===== src/rtl/seg7_scan_driver.sv =====
`default_nettype none
// ============================================================================
//  Module      : seg7_scan_driver
//  Description : Time-multiplexed driver for an eight-digit, common-anode
//                7-segment display. Runs on the core clock with an internal
//                prescaler. The display word is snapshotted at every frame
//                boundary, so a single frame never mixes old and new values.
//                Anodes, segments and the decimal point are active low. After
//                each digit change there is a short all-off window that
//                prevents ghosting.
//                Optional build macro SEG7_LZ_BLANK_EN enables leading-zero
//                suppression.
//  Revision    : 1.0 - initial release
// ============================================================================
module seg7_scan_driver #(
    parameter int DIV         = 6250,  // core clocks per digit slot
    parameter int NDIG        = 8,     // digits scanned (1..8)
    parameter int BLANK_CYC   = 16,    // all-off clocks after each digit change
    parameter int BLINK_SHIFT = 5      // frame-counter bit that sets blink phase
) (
    input  logic        clk,
    input  logic        Rst,
    input  logic        en,
    input  logic [31:0] data_in,
    input  logic [7:0]  dp_in,
    input  logic [7:0]  blink,
    output logic [7:0]  an,
    output logic [6:0]  sev_out,
    output logic        dp_n,
    output logic        frame_tick
);

    localparam int c_presc_w = (DIV > 1) ? $clog2(DIV) : 1;
    localparam int c_blank_w = (BLANK_CYC > 0) ? $clog2(BLANK_CYC + 1) : 1;

    localparam logic [c_presc_w-1:0] c_presc_max  = c_presc_w'(DIV - 1);
    localparam logic [c_blank_w-1:0] c_blank_load = c_blank_w'(BLANK_CYC);
    localparam logic [2:0]           c_idx_last   = 3'(NDIG - 1);

    // Scan state
    logic [c_presc_w-1:0] r_presc;
    logic [2:0]           r_idx;
    logic [c_blank_w-1:0] r_blank;
    logic [7:0]           r_frame_cnt;
    logic [31:0]          r_sh_data;
    logic [7:0]           r_sh_dp;

    // Registered outputs
    logic [7:0]           r_an;
    logic [6:0]           r_sev;
    logic                 r_dp_n;
    logic                 r_frame_tick;

    // Combinational helpers
    logic                 w_tick;
    logic                 w_frame_end;
    logic [3:0]           w_nib;
    logic [6:0]           w_seg;
    logic [7:0]           w_onehot_n;
    logic                 w_digit_on;
    logic [7:0]           w_an_nxt;
    logic [6:0]           w_sev_nxt;
    logic                 w_dp_n_nxt;

    assign w_tick      = (r_presc == c_presc_max);
    assign w_frame_end = w_tick && (r_idx == c_idx_last);
    assign w_nib       = r_sh_data[{r_idx, 2'b00} +: 4];
    // r_idx never reaches NDIG, so anode bits at or above NDIG stay high
    assign w_onehot_n  = ~(8'd1 << r_idx);
    assign w_digit_on  = en && (r_blank == '0)
                         && !(blink[r_idx] && r_frame_cnt[BLINK_SHIFT]);

`ifdef SEG7_LZ_BLANK_EN
    // w_upper_zero[d]: shadow nibbles d..NDIG-1 are all zero
    logic [7:0] w_upper_zero;
    logic       w_supp;

    for (genvar d = 0; d < 8; d++) begin : g_lz
        if (d < NDIG) begin : g_used
            assign w_upper_zero[d] = ~|r_sh_data[4*NDIG-1 : 4*d];
        end else begin : g_unused
            assign w_upper_zero[d] = 1'b1;
        end
    end

    // Digit 0 is never suppressed so a zero word still shows a single "0"
    assign w_supp = (r_idx != 3'd0) && w_upper_zero[r_idx];
`endif

    // Hex nibble to active-low {a,b,c,d,e,f,g}
    always_comb begin
        w_seg = 7'h7F;
        case (w_nib)
            4'h0: w_seg = 7'b0000001;
            4'h1: w_seg = 7'b1001111;
            4'h2: w_seg = 7'b0010010;
            4'h3: w_seg = 7'b0000110;
            4'h4: w_seg = 7'b1001100;
            4'h5: w_seg = 7'b0100100;
            4'h6: w_seg = 7'b0100000;
            4'h7: w_seg = 7'b0001111;
            4'h8: w_seg = 7'b0000000;
            4'h9: w_seg = 7'b0000100;
            4'hA: w_seg = 7'b0001000;
            4'hB: w_seg = 7'b1100000;
            4'hC: w_seg = 7'b0110001;
            4'hD: w_seg = 7'b1000010;
            4'hE: w_seg = 7'b0110000;
            4'hF: w_seg = 7'b0111000;
            default: w_seg = 7'h7F;
        endcase
    end

    // Next output values for the digit currently selected by r_idx
    always_comb begin
        w_an_nxt   = 8'hFF;
        w_sev_nxt  = 7'h7F;
        w_dp_n_nxt = 1'b1;
        if (w_digit_on) begin
`ifdef SEG7_LZ_BLANK_EN
            if (!w_supp) begin
                w_an_nxt   = w_onehot_n;
                w_sev_nxt  = w_seg;
                w_dp_n_nxt = ~r_sh_dp[r_idx];
            end else if (r_sh_dp[r_idx]) begin
                // Suppressed digit with its point set: light only the point
                w_an_nxt   = w_onehot_n;
                w_dp_n_nxt = 1'b0;
            end
`else
            w_an_nxt   = w_onehot_n;
            w_sev_nxt  = w_seg;
            w_dp_n_nxt = ~r_sh_dp[r_idx];
`endif
        end
    end

    // Prescaler, digit index, anti-ghost window, frame counter and snapshot
    always_ff @(posedge clk or posedge Rst) begin
        if (Rst) begin
            r_presc      <= '0;
            r_idx        <= 3'd0;
            r_blank      <= '0;
            r_frame_cnt  <= 8'd0;
            r_sh_data    <= 32'd0;
            r_sh_dp      <= 8'd0;
            r_frame_tick <= 1'b0;
        end else begin
            r_presc <= w_tick ? '0 : r_presc + 1'b1;

            if (w_tick) begin
                r_idx   <= (r_idx == c_idx_last) ? 3'd0 : r_idx + 3'd1;
                r_blank <= c_blank_load;
            end else if (r_blank != '0) begin
                r_blank <= r_blank - 1'b1;
            end

            if (w_frame_end) begin
                r_sh_data   <= data_in;
                r_sh_dp     <= dp_in;
                r_frame_cnt <= r_frame_cnt + 8'd1;
            end

            r_frame_tick <= w_frame_end;
        end
    end

    // Output registers: one clock behind the scan state they reflect
    always_ff @(posedge clk or posedge Rst) begin
        if (Rst) begin
            r_an   <= 8'hFF;
            r_sev  <= 7'h7F;
            r_dp_n <= 1'b1;
        end else begin
            r_an   <= w_an_nxt;
            r_sev  <= w_sev_nxt;
            r_dp_n <= w_dp_n_nxt;
        end
    end

    assign an         = r_an;
    assign sev_out    = r_sev;
    assign dp_n       = r_dp_n;
    assign frame_tick = r_frame_tick;

endmodule
`default_nettype wire


===== config.mk =====
export PLATFORM = sky130hd
export DESIGN_NAME = seg7_scan_driver
export DESIGN_NICKNAME = d
export VERILOG_FILES = /design/src/rtl/seg7_scan_driver.sv
export SDC_FILE = /design/constraint.sdc
export NUM_CORES = 1
export LEC_CHECK = 0
export BUFFER_PORTS_ARGS = -buffer_cell sky130_fd_sc_hd__buf_2
export CAP_MARGIN = 20
export CORE_ASPECT_RATIO = 1.1
export CORE_MARGIN = 5
export CORE_UTILIZATION = 50
export CTS_CLUSTER_DIAMETER = 40
export CTS_CLUSTER_SIZE = 40
export DETAILED_ROUTE_END_ITERATION = 6
export GPL_ROUTABILITY_DRIVEN = 0
export PLACE_DENSITY = 0.73
export SKIP_CTS_REPAIR_TIMING = 1
export SYNTH_ARGS = -nofsm -noshare
export SYNTH_HDL_FRONTEND = slang
export SYNTH_SLANG_ARGS = --single-unit

===== constraint.sdc =====
create_clock -name clk -period 2.95 [get_ports clk]
set_clock_uncertainty 0.15 [all_clocks]
set_input_delay 0.59 -clock clk [delete_from_list [all_inputs] [get_ports clk]]
set_output_delay 0.59 -clock clk [all_outputs]
set_load 0.05 [all_outputs]

# Word-level counts from Yosys, hierarchy flattened

Memory sizes are Yosys's and may differ from the RTL's.
Index checks and enable logic that the tools add are counted.
Widths: inputs -> output; s select.

Register bits after elaboration: 86
Bits in read-only memories: 112
Input bits: 51
Logic and storage cells: 41
Memories: 1

Memories:

| name            | depth | bits a word | rd ports | clocked after memory_dff | write ports | RTL line | RTL |
|---|---|---|---|---|---|---|---|
| (no name shown) | 16    | 7           | 1        | 0                        | 0           | 93       | `case (w_nib)` |

Add/subtract/negate cells: 4
Magnitude comparators: 1
Equality and inequality tests: 2
Shifts and indexed selects: 2
Muxes and demuxes: 11
Bitwise logic cells: 2
Reductions and logical operators: 8

Operator list:

| kind                  | number |
|---|---|
| $shiftx 32x6->4       | 1 |
| $add 13x1->13 const B | 1 |
| $eq 13x13->1 const B  | 1 |
| $mux 13               | 1 |
| $mux 5                | 2 |
| $add 8x1->8 const B   | 1 |
| $mux 8                | 1 |
| $not 8->8             | 1 |
| $shl 1x3->8 const A   | 1 |
| $mux 7                | 1 |
| $bmux 1 s3            | 2 |
| $logic_not 5->1       | 1 |
| $reduce_bool 5->1     | 1 |
| $sub 5x1->5 const B   | 1 |
| $logic_and 1x1->1     | 4 |
| $lt 3x4->1 const B    | 1 |
| $add 3x1->3 const B   | 1 |
| $eq 3x3->1 const B    | 1 |
| $mux 1                | 3 |
| $mux 3                | 1 |
| $reduce_bool 2->1     | 1 |
| $logic_not 1->1       | 1 |
| $not 1->1             | 1 |

# Logic depth before layout (Yosys ltp)

Depth after elaboration: 6
Mapped depth: 11

# Worst setup path after synthesis

No wires, ideal clock.

Kind: reg-to-reg
From: register r_idx[0]
To: register r_sev[3] (netlist: sev_out[3])
Library setup time: 0.102 ns
Arrival: 2.239 ns
Data required time: 2.698 ns
Path slack: 0.459 ns
Cell stages (with the launch flop): 11
Buffers on the path: 2
Clock period less this slack: 2.491 ns
Cells stage by stage: dfrtp_1 -> buf_6 -> buf_6 -> mux4_2 -> mux2i_1 -> inv_1 -> ha_1 -> inv_1 -> nor3_1 -> a211oi_1 -> o21ai_0

Cells in the longest elaborated chain, start to end: 6

Ends and longest elaborated chain:

| item                                                 | RTL line | RTL |
|---|---|---|
| from (decl)                                          | 42       | `logic [2:0] r_idx;` |
| from (signal assigned)                               | 152      | `r_idx <= (r_idx == c_idx_last) ? 3'd0 : r_idx + 3'd1;` |
| branches (longest 5 deep; another with $mem_v2 16x7) | --       |  |
| $mux 7 (*)                                           | 119      | `if (w_digit_on) begin` |
| named net w_sev_nxt[3]                               | 62       | `logic [6:0] w_sev_nxt;` |
| to (signal assigned)                                 | 176      | `r_sev <= w_sev_nxt;` |
| to (decl)                                            | 50       | `logic [6:0] r_sev;` |

Mark *: on every way through the listed nets, which the timed path passes. The select of a mux whose other input is x is not followed.
A chain may end at the register's enable or synchronous reset.

# Final worst setup path

Same ends and word-level chain as after synthesis.

==> Flow_metrics.wiki <==
{| class="wikitable"
! Metric !! Value
|-
| Primary flip-flop cell chosen by synthesis mapping || sky130_fd_sc_hd__dfrtp_1
|-
| Width of the die || 95.1 um
|-
| RSZ-0062 raised after global routing || no
|-
| Power density over cell area || 479 nW/um2
|-
| Synthesized cell area || 3980 um2
|-
| Register-to-register path setup slack || 0.28 ns
|-
| Number of different library cells in the post-synthesis netlist || 41
|-
| Number of cell rows || 34
|-
| Area leader, netlist || sky130_fd_sc_hd__dfrtp_1
|-
| Sinks on Clock Net || 84
|-
| Core Box Area || roughly 8000 um2
|-
| Maximum frequency from static timing analysis || 375 MHz
|-
| Leading cell types by total area after synthesis || sky130_fd_sc_hd__dfrtp_1, sky130_fd_sc_hd__mux2_2, sky130_fd_sc_hd__dfstp_2, sky130_fd_sc_hd__mux4_2, sky130_fd_sc_hd__ha_1
|-
| Worst slew pin tran || just under 0.6 ns
|-
| Most used cell, CP || sky130_fd_sc_hd__inv_1
|-
| Grt total ovfl || 0
|-
| Clock tree from TritonCTS || built
|-
| Router iterations before antenna repair || 4
|-
| Mean area per synthesized cell || 12.8 um2
|-
| Max-capacitance violation count || 0
|-
| Maximum number of pins on one net before global-route repair || 85
|-
| Average detailed-routed wire length per instance || 15.1 um
|-
| Total of flip-flops plus latches after synthesis || 84
|-
| Post-synth EDFFs || 0
|-
| Crit path DAT || 2.80 ns
|-
| TNS Setup || 0 ns
|-
| Final worst path period need || 2.67 ns
|-
| Leakage component of the power || 2.31 nW
|-
| Crit path capture type || flip-flop
|-
| Top delay family on crit path || multiplexers
|-
| Final antenna diode count || 0
|-
| Worst-path clk slew || ~0.09 ns
|-
| Worst supply voltage drop on vdd || approximately 0.26 mV
|-
| Critical path startpoint category || flip-flop
|-
| Final layout net count || 453
|-
| Startpoint-to-endpoint class of the critical path || flip-flop to flip-flop
|-
| Critical path, cell by cell || mux4_2 -> mux2i_1 -> inv_1 -> ha_1 -> inv_1 -> nor3_1 -> a211oi_1 -> o21ai_0
|-
| Final core utilization || 60.0%
|-
| Number of stages on the worst setup path || 8
|-
| Yosys warning count || 0
|-
| Reg2reg path depth || 8
|-
| Largest buffer count on any clock path || 2
|-
| Hold violation count in the final report || 0
|-
| Routed Antenna Nets || 0
|-
| Clock insertion delay at the later pin of the skew report || 0.36 ns
|-
| Highest net fanout along the worst path || 8
|-
| WL final || 7510 um
|-
| DIE HEIGHT || 104 um
|-
| Worst min-delay path category || input pin to async pin
|-
| Post-detailed-route via-to-cell ratio || 5.26
|-
| Cell chosen for the clock root || sky130_fd_sc_hd__clkbuf_8
|-
| Area of the die || 9840 um2
|-
| Gr usage total || 16.3%
|-
| H-tree level count || 3
|-
| Async set or reset register ratio after synthesis || 100%
|-
| Via count of the first global-routing pass || about 2,600
|-
| Fraction of final layout cells with drive strength greater than 1 || 42.7%
|-
| Min setup slack post-route || 0.283 ns
|-
| Synthesized netlist cell count || 310
|-
| IO Count || 68
|-
| Number of buffer cells added on primary ports || 67
|-
| Launching point of the worst reg2reg path || r_idx[0]
|-
| CP max-delay cell || sky130_fd_sc_hd__dfrtp_1
|-
| Number of filler cells placed in the layout || roughly 660
|-
| Top library cells by usage in the layout, fill and taps aside || sky130_fd_sc_hd__dfrtp_1, sky130_fd_sc_hd__buf_2, sky130_fd_sc_hd__mux2_2, sky130_fd_sc_hd__nand2_1, sky130_fd_sc_hd__nor2_1
|-
| Wire length of the first global-routing pass || ~13,000 um
|-
| Commonest non-fill, non-tap cell in the layout || sky130_fd_sc_hd__dfrtp_1
|-
| Peak per-stage delay on the critical path || 0.59 ns
|-
| Yosys top cell area share || between 40% and 50%
|-
| Data required time of the critical path || 3.08 ns
|-
| Run status || completed
|-
| Sum of buffers and inverters on the critical path || 2
|-
| Syn nets || about 380
|-
| Antenna violations before repair || 0
|-
| Final Max Tran Viols || 0
|-
| Last element of the critical path || sev_out[3]
|-
| Max-Slew Margin vs Limit || between 50% and 60%
|-
| Starting utilization of the core area || 50.8%
|-
| Routing usage on met1 || 23.6%
|-
| Initial DRC count || 84
|-
| Layout overhead on the synthesized area || 18.1%
|-
| Routed via count || 2,627
|-
| Met2 track demand over resource in global routing || 24.4%
|-
| Sequential element share of the synthesized area || 53.3%
|-
| Half-perimeter wire length of the detailed placement result || 5360 um
|-
| Post-route fraction of the period consumed by the critical path || 90.4%
|-
| Endpoint of the lowest-slack register-to-register path || sev_out[3]
|-
| Post-place setup slack || 0.290 ns
|-
| Num CTS Buffers || 9
|-
| Met3 global-route usage || 3.19%
|-
| Global route hottest layer || met2
|-
| Final setup viols || 0
|-
| DRC violations left || 0
|-
| Critical Path Start || r_idx[0]
|}
[final cells by class]
| cell class | instances | area, um2 | share of cell area [%] |
|---|---|---|---|
| tap | 108 | 135 | 2.88 |
| clock buffer | 9 | 124 | 2.64 |
| inverter | 13 | 50.0 | 1.07 |
| sequential | 84 | 2120 | 45.2 |
| multi-input combinational | 202 | 1720 | 36.6 |
| clock inverter | 7 | 121 | 2.58 |
| timing repair buffer | 76 | 428 | 9.11 |
[registers in the layout (all words and copies together) (netlist names)]
register	count
dp_n	1
sev_out	7
r_idx	3
an	8
r_sh_dp	8
r_sh_data	32
frame_tick	1
r_blank	5
r_presc	13
r_frame_cnt	6
[cell usage after synthesis (all sizes together) (5+ instances only)]
cell and n:
ha 16, mux4 10, a21oi 9, nand2 23, xor2 7, dfrtp 68
mux2 44, inv 12, or3 6, buf 9, nor2 20, dfstp 16
nor3 5, mux2i 5, nand3 12, o21ai 6, xnor2 8
[report_power, final]
part / internal (mW) / switching [mW]
Combinational: 0.0345 / 0.0570
Clock: 0.570 / 0.429
Sequential: 1.16 / 0.000913
Total: 1.76 / 0.487
[worst min path at each step]
stage               slack, ns  depth (start not counted)      startpoint              to
finish                   0.16                          3             Rst      r_blank[4]
CTS                      0.18                          3             Rst      r_blank[4]
global placement         0.31                          1  r_frame_cnt[5]  r_frame_cnt[5]
floorplan                0.29                          1  r_frame_cnt[5]  r_frame_cnt[5]
global route             0.20                          3             Rst      r_presc[0]
detailed placement       0.32                          1  r_frame_cnt[5]  r_frame_cnt[5]
[metal layers]
metal	share of wire (%)	routed length, um	vias to the layer above
li1	-	-	1250
met1	46	3440	1284
met2	47	3560	83
met3	5.2	390	10
met4	1.5	116	0
met5	0	0	-
[logic make-up (layout without fill, tap and decap cells)]
family | count (synthesis) | in the layout | share of synthesized area [%]
adder cells (fa/ha/maj) | 16 | 16 | 5.03
XOR/XNOR | 15 | 15 | 3.30
multiplexers | 59 | 59 | 19.5
AND/OR/NAND/NOR | 84 | 84 | 10.9
buffers and inverters | 24 | 105 | 3.49
AO/OA/AOI/OAI | 28 | 28 | 4.43
flip-flops | 84 | 84 | 53.3
[metrics by stage]
| stage | cells | hold slack [ns] | area [um2] | power (mW) |
|---|---|---|---|---|
| 2_1_floorplan | 310 | 0.292 | 3980 | 1.23 |
| 6_report | 499 | 0.156 | 4700 | 2.25 |
| 3_5_place_dp | 483 | 0.319 | 4450 | 1.28 |
| 5_1_grt | 499 | 0.200 | 4700 | 2.33 |
| 3_3_place_gp | 483 | 0.307 | 4450 | 1.28 |
| 4_1_cts | 499 | 0.182 | 4700 | 2.27 |
[tightest hold or removal path, delay by kind of cell]
family                 cells  cell delay [ns]
buffers and inverters      3             0.50
No activity file was read; power rests on OpenSTA's default activity.
